[src/rtl/norm_seq.sv]
// rtl/norm_seq.sv - sequential floating-point normalizer, one bit of shift per cycle
// Optional STICKY output (OR of right-shifted-out bits) is enabled by defining NORM_SEQ_STICKY_EN.
module norm_seq (
    input  logic        clk_i,
    input  logic        rst_n_i,
    input  logic        in_valid_i,
    output logic        in_ready_o,
    input  logic [4:0]  scale_in_i,
    input  logic [12:0] frac_in_i,
    output logic        out_valid_o,
    input  logic        out_ready_i,
    output logic [4:0]  scale_out_o,
    output logic [10:0] frac_out_o,
    output logic        zero_o,
    output logic        ovf_o,
    output logic        uf_o
`ifdef NORM_SEQ_STICKY_EN
    ,
    output logic        sticky_o
`endif
);

    typedef enum logic [1:0] {IDLE, SHIFT, DONE} state_t;

    localparam logic [4:0] SCALE_MAX = 5'b01111;
    localparam logic [4:0] SCALE_MIN = 5'b10000;

    state_t      state_q, state_d;
    logic [4:0]  scale_q, scale_d;
    logic [12:0] w_q, w_d;
    logic        zero_q, zero_d;
    logic        ovf_q, ovf_d;
    logic        uf_q, uf_d;
    logic        sticky_q, sticky_d;
    logic        normalized;

    assign normalized = (w_q[12:11] == 2'b00) && w_q[10];

    always_ff @(posedge clk_i or negedge rst_n_i) begin
        if (!rst_n_i) begin
            state_q  <= IDLE;
            scale_q  <= 5'd0;
            w_q      <= 13'd0;
            zero_q   <= 1'b0;
            ovf_q    <= 1'b0;
            uf_q     <= 1'b0;
            sticky_q <= 1'b0;
        end else begin
            state_q  <= state_d;
            scale_q  <= scale_d;
            w_q      <= w_d;
            zero_q   <= zero_d;
            ovf_q    <= ovf_d;
            uf_q     <= uf_d;
            sticky_q <= sticky_d;
        end
    end

    always_comb begin
        state_d  = state_q;
        scale_d  = scale_q;
        w_d      = w_q;
        zero_d   = zero_q;
        ovf_d    = ovf_q;
        uf_d     = uf_q;
        sticky_d = sticky_q;
        case (state_q)
            IDLE: begin
                if (in_valid_i) begin
                    scale_d  = scale_in_i;
                    w_d      = frac_in_i;
                    zero_d   = 1'b0;
                    ovf_d    = 1'b0;
                    uf_d     = 1'b0;
                    sticky_d = 1'b0;
                    state_d  = SHIFT;
                end
            end
            SHIFT: begin
                if (w_q == 13'd0) begin
                    zero_d  = 1'b1;
                    scale_d = SCALE_MIN;
                    state_d = DONE;
                end else if (normalized) begin
                    state_d = DONE;
                end else if (w_q[12:11] != 2'b00) begin
                    // Saturate rather than let the scale wrap past +15.
                    if (scale_q == SCALE_MAX) begin
                        ovf_d    = 1'b1;
                        w_d      = 13'h07FF;
                        sticky_d = 1'b0;
                        state_d  = DONE;
                    end else begin
                        sticky_d = sticky_q | w_q[0];
                        w_d      = {1'b0, w_q[12:1]};
                        scale_d  = scale_q + 5'd1;
                    end
                end else if (scale_q == SCALE_MIN) begin
                    uf_d    = 1'b1;
                    w_d     = 13'd0;
                    state_d = DONE;
                end else begin
                    w_d     = {w_q[11:0], 1'b0};
                    scale_d = scale_q - 5'd1;
                end
            end
            DONE: begin
                if (out_ready_i) begin
                    state_d = IDLE;
                end
            end
            default: state_d = IDLE;
        endcase
    end

    assign in_ready_o  = (state_q == IDLE);
    assign out_valid_o = (state_q == DONE);
    assign scale_out_o = scale_q;
    assign frac_out_o  = w_q[10:0];
    assign zero_o      = zero_q;
    assign ovf_o       = ovf_q;
    assign uf_o        = uf_q;
`ifdef NORM_SEQ_STICKY_EN
    assign sticky_o    = sticky_q;
`endif

endmodule
[config.mk]
export PLATFORM = sky130hd
export DESIGN_NAME = norm_seq
export DESIGN_NICKNAME = d
export VERILOG_FILES = /design/src/rtl/norm_seq.sv
export SDC_FILE = /design/constraint.sdc
export NUM_CORES = 1
export LEC_CHECK = 0
export ABC_CLOCK_PERIOD_IN_PS = 3150
export CAP_MARGIN = 20
export CELL_PAD_IN_SITES_DETAIL_PLACEMENT = 1
export CELL_PAD_IN_SITES_GLOBAL_PLACEMENT = 1
export CORE_UTILIZATION = 35
export DETAILED_ROUTE_END_ITERATION = 16
export PLACE_DENSITY = 0.79
export REMOVE_ABC_BUFFERS = 1
export SKIP_LAST_GASP = 1
export SLEW_MARGIN = 30
export SYNTH_ARGS = -nofsm -noshare
export SYNTH_HDL_FRONTEND = slang
export SYNTH_SLANG_ARGS = --single-unit
[constraint.sdc]
create_clock -name clk_i -period 3.15 [get_ports clk_i]
set_input_delay 0.4725 -clock clk_i [delete_from_list [all_inputs] [get_ports clk_i]]
set_output_delay 0.4725 -clock clk_i [all_outputs]
set_load 0.05 [all_outputs]
After elaboration in Yosys (flattened, before gate mapping)
Index checks and enable logic that the tools add are counted.
- register bits: 23
- input bits: 22
- add/subtract/negate cells: 2
- equality and inequality tests: 18
- muxes and demuxes: 35
- reductions and logical operators: 12
- operator list (operator ; count):
    two-way mux 13 bit ; 5
    two-way mux 5 bit ; 6
    case mux 13 bit (2 select lines) ; 1
    inequality test 2 bit, second input constant ; 8
    two-way mux 2 bit ; 7
    logical NOT 13 bit ; 1
    two-way mux 12 bit ; 1
    AND reduction 6 bit ; 2
    two-way mux 1 bit ; 10
    inequality test 5 bit, second input constant ; 2
    case mux 5 bit (2 select lines) ; 1
    inequality test 4 bit, second input constant ; 2
    AND reduction 4 bit ; 2
    case mux 1 bit (2 select lines) ; 3
    case mux 2 bit (3 select lines) ; 1
    adder 5 x 1 -> 5 bit, second input constant ; 1
    == test 5 x 4 -> 1 bit, second input constant ; 1
    == test 5 bit, second input constant ; 1
    AND reduction 5 bit ; 1
    subtractor 5 x 1 -> 5 bit, second input constant ; 1
    logical NOT 2 bit ; 2
    nonzero test 2 bit ; 2
    inequality test 3 bit, second input constant ; 1
    AND reduction 3 bit ; 1
    other kinds (4) ; 4

Depth between registers and ports, before layout
- depth after elaboration: 6
- gate-level depth with buffers: 10

Worst setup path after synthesis
Ideal clock, no wire load.
- path type: register to register
- start point: register w_q[11]
- end point: register scale_q[4], in the netlist scale_out_o[4]
- arrival: 2.358 ns
- required time: 3.028 ns
- path slack: 0.670 ns
- cell stages (with the launch flop): 11
- path buffers: 2
- period minus slack after synthesis: 2.480 ns
- cells stage by stage: dfrtp_1 > or2_0 > clkbuf_1 > buf_2 > xnor2_1 > ha_1 > or4_1 > o211ai_1 > xnor2_1 > nand2_1 > a32o_1
- longest elaborated chain between the ends: 5
- elaborated cells on any way between the ends: 12
- ends and longest elaborated chain (item ; RTL line ; source):
    start: declaration ; 30 ; logic [12:0] w_q, w_d;
    start signal: assignment ; 51 ; w_q <= w_d;
    nonzero test 2 bit ; 86 ; end else if (w_q[12:11] != 2'b00) begin
    two-way mux 5 bit ; 86 ;
    two-way mux 5 bit ; 84 ; end else if (normalized) begin
    two-way mux 5 bit ; 80 ; if (w_q == 13'd0) begin
    case mux 5 bit (2 select lines) ; 67 ; case (state_q)
    end signal: assignment ; 50 ; scale_q <= scale_d;
    end: declaration ; 29 ; logic [4:0] scale_q, scale_d;
Several ways; a longest one is shown, not always the timed one. The select of a mux whose other input is x is not followed.
A chain may end at the register's enable or synchronous reset.

Worst setup path after layout
Ends and elaborated chain as after synthesis.

==> impl_metrics.yaml <==
logic_synthesis:
  synthCells: 197
  syn_area_um2: 1629
  async_flop_share_pct: 100.0
  synth_edf_count: 0
  synthFlopType: "dfrtp_1"
  synth_seq_cells: 23
  ys_types: 45
  ys_warn_count: 0
  yosys-top-cells-area: "dfrtp_1, a21oi_1, buf_4"
  synth_area_per_cell_um2: 8.269
  yosysTopAreaCellShare_pct: 35.33
  yosysSeqAreaShare_pct: 35.33
  yosysTopAreaCell: "dfrtp_1"
status:
  status: "completed"
cts:
  clk_pin_slew_ns: 0.09
  cts_resized: 0
  cts_buffers: 3
  clock_path_buffers: 2
  post_cts_buffers: 0
  cts_tree: "yes"
  clock-root-buffer: "clkbuf_8"
  cts_hold_buf: 0
  cts_max_level: 1
  insertion_delay_ns: 0.27
  clock-sinks: 23
floorplanning:
  die_h_um: 70.23
  die_area_um2: 4932
  initial_core_util_pct: 36.90
  coreArea_um2: 4414
  dieWidth_um: 70.23
  pin_count: 43
  rows: 24
timing:
  relSlewSlack_pct: 50.92
  finClkSkew_ns: 0.006531
  setup_tns_ns: 0
  finalSetupViolCount: 0
  fmax_mhz: 417.8
  drv_slew: 0
  worst_pin_slew_ns: 0.7361
  finalCritPeriodShare_pct: 75.98
  setup_ws_ns: 0.7565
  period_minus_slack_ns: 2.393
  rsz0062_at_grt: "false"
  hold_viol: 0
hold_path:
  hold_path_class: "reg -> reg"
  min_from: "ovf_o$_DFFE_PN0P_"
power:
  vdd_drop_max_v: 0.0005493
  p_leak_nw: 0.8444
  p_switching_mw: 1.465
  p_per_area_nw_per_um2: 1301
  power.share.clock_pct: 7.3
  sw_frac_of_total_pct: 55.28
  p_seq_share_pct: 25.1
  power_frac_comb_pct: 67.6
  p_int_mw: 1.185
  power.total_mw: 2.650
worst_setup_path:
  critical_path_class: "reg -> reg"
  cp_common_cell: "xnor2_1"
  critPathCaptureType: "flop"
  cp_cell_sequence: "or2_0 -> xnor2_1 -> ha_1 -> or4_1 -> o211ai_1 -> xnor2_1 -> nand2_1 -> a32o_1"
  critPathLaunchType: "flop"
  critPathMaxFanout: 6
  cp_num_buf_inv: 0
  critPathRequiredTime_ns: 3.31
  worstPathArrival_ns: 2.55
  max_stage_delay_ns: 0.50
  crit_family: "simple AND/OR/NAND/NOR gates"
  r2r_start: "w_q[11]$_DFFE_PN0P_"
  critPathSlowestCell: "or4_1"
  startpoint: "w_q[11]$_DFFE_PN0P_"
detailed_routing:
  drc: 0
  viasPerCell: 5.622
  wl_per_cell_um: 16.65
  num_vias: 1546
  drtAntennaViolNets: 0
  wirelength_um: 4578
  drt-pass1-iter-count: 5
  drtIter0Drc: 55
grt:
  grt_pass1_wl_um: 7576
  grt_pass1_vias: 1532
  grt_usage_pct: 19.17
  antenna_found_initial: 0
  grt_max_degree: 25
  overflow: 0
placement:
  gp_congestion: 0.8312
  place_ws_ns: 0.7637
  port_buffers: 42
  dp.cells: 271
  hpwl_um: 3253
cells_and_area:
  regArea_um2: 575.6
  area_growth_pct: 25.04
  nets: 247
  final_cell_mix: "clkdlybuf4s50_1, a21oi_1, nand2_1"
  final_util_pct: 46.15
  antenna_cells: 0
  final_common_cell: "clkdlybuf4s50_1"
  stdcell_count: 275
  multi_input_area_um2: 888.4
  fillCellCount: 537
  drive_gt1_share_pct: 7.175
run:
  max_cap_violations: 0
-- logic make-up after synthesis --
logic type | share of synthesized area (%)
AOI/OAI and AO/OA | 25.12
buffers and inverters | 10.14
muxes | 2.458
and+or+nand+nor | 24.04
adders and majority gates | 0.7679
xor gates and xnor gates | 2.151
DFF | 35.33
-- worst paths after layout --
check | cells after the start | slack, ns | to
max in group asynchronous | 2 | 2.35 | w_q[11]$_DFFE_PN0P_
hold / removal | 2 | 0.50 | ovf_o$_DFFE_PN0P_
min in group asynchronous | 2 | 0.56 | state_q[1]$_DFFE_PN0P_
setup reg to reg | 8 | 0.76 | scale_out_o[4]$_DFFE_PN0P_
setup / recovery | 8 | 0.76 | scale_out_o[4]$_DFFE_PN0P_
hold reg to reg | 2 | 0.50 | ovf_o$_DFFE_PN0P_
-- final cells by class --
cell class / instances / area share (%)
repair buffers: 46 / 22.11
clock inverters: 1 / 0.2457
flip-flops and latches: 23 / 28.26
multi-input cells: 147 / 43.61
clock buffers: 3 / 2.027
well taps: 52 / 3.194
inverters: 3 / 0.5528
-- synth_stat cells, types with 2 or more instances --
master and number:
a21oi_1 25, nand2_1 24, dfrtp_1 23, nor2_1 17, buf_4 12, o21ai_0 11
nand2b_1 10, o211ai_1 8, clkbuf_1 7, o21ai_1 6, nor4_1 4, a22o_1 3
buf_2 3, inv_1 3, nand3_1 3, xnor2_1 3, a211oi_1 2, a31oi_1 2
buf_6 2, mux2_4 2, nor2_8 2, nor3_1 2
-- metal layers --
layer  vias up  wire length [um]  global-route usage, %
li1        741                 -                      -
met1       759              2168                  26.47
met2        40              2196                  30.90
met3         6               167                  2.453
met4         0                46                  6.222
met5         -                 0                      0
-- power by group through the flow --
stage	clock network, mW	logic (mW)	registers (mW)
after floorplan	0	0.879	0.999
after global placement	0	1.76	0.664
after detailed placement	0	1.80	0.666
after CTS	0.199	1.81	0.662
after global routing	0.209	1.93	0.695
final	0.194	1.79	0.664
-- worst reg2reg max path: stages, from the launching register on --
cell and delay [ns]:
dfrtp_1 0.49, or2_0 0.31, xnor2_1 0.15, ha_1 0.24, or4_1 0.50, o211ai_1 0.12, xnor2_1 0.15, nand2_1 0.08
a32o_1 0.25
-- registers in the layout (all words and copies together) (netlist names) --
| signal | cells |
|---|---|
| scale_out_o | 5 |
| ovf_o | 1 |
| w_q | 13 |
| state_q | 2 |
| uf_o | 1 |
| zero_o | 1 |
-- stage by stage --
step | instance area [um2] | hold WS [ns]
finish | 2037 | 0.5010
detailed placement | 1991 | 0.4910
global placement | 1991 | 0.4764
global route | 2037 | 0.5539
CTS | 2037 | 0.5120
floorplan | 1475 | 0.1769
Power figures use the tool's default switching activity.
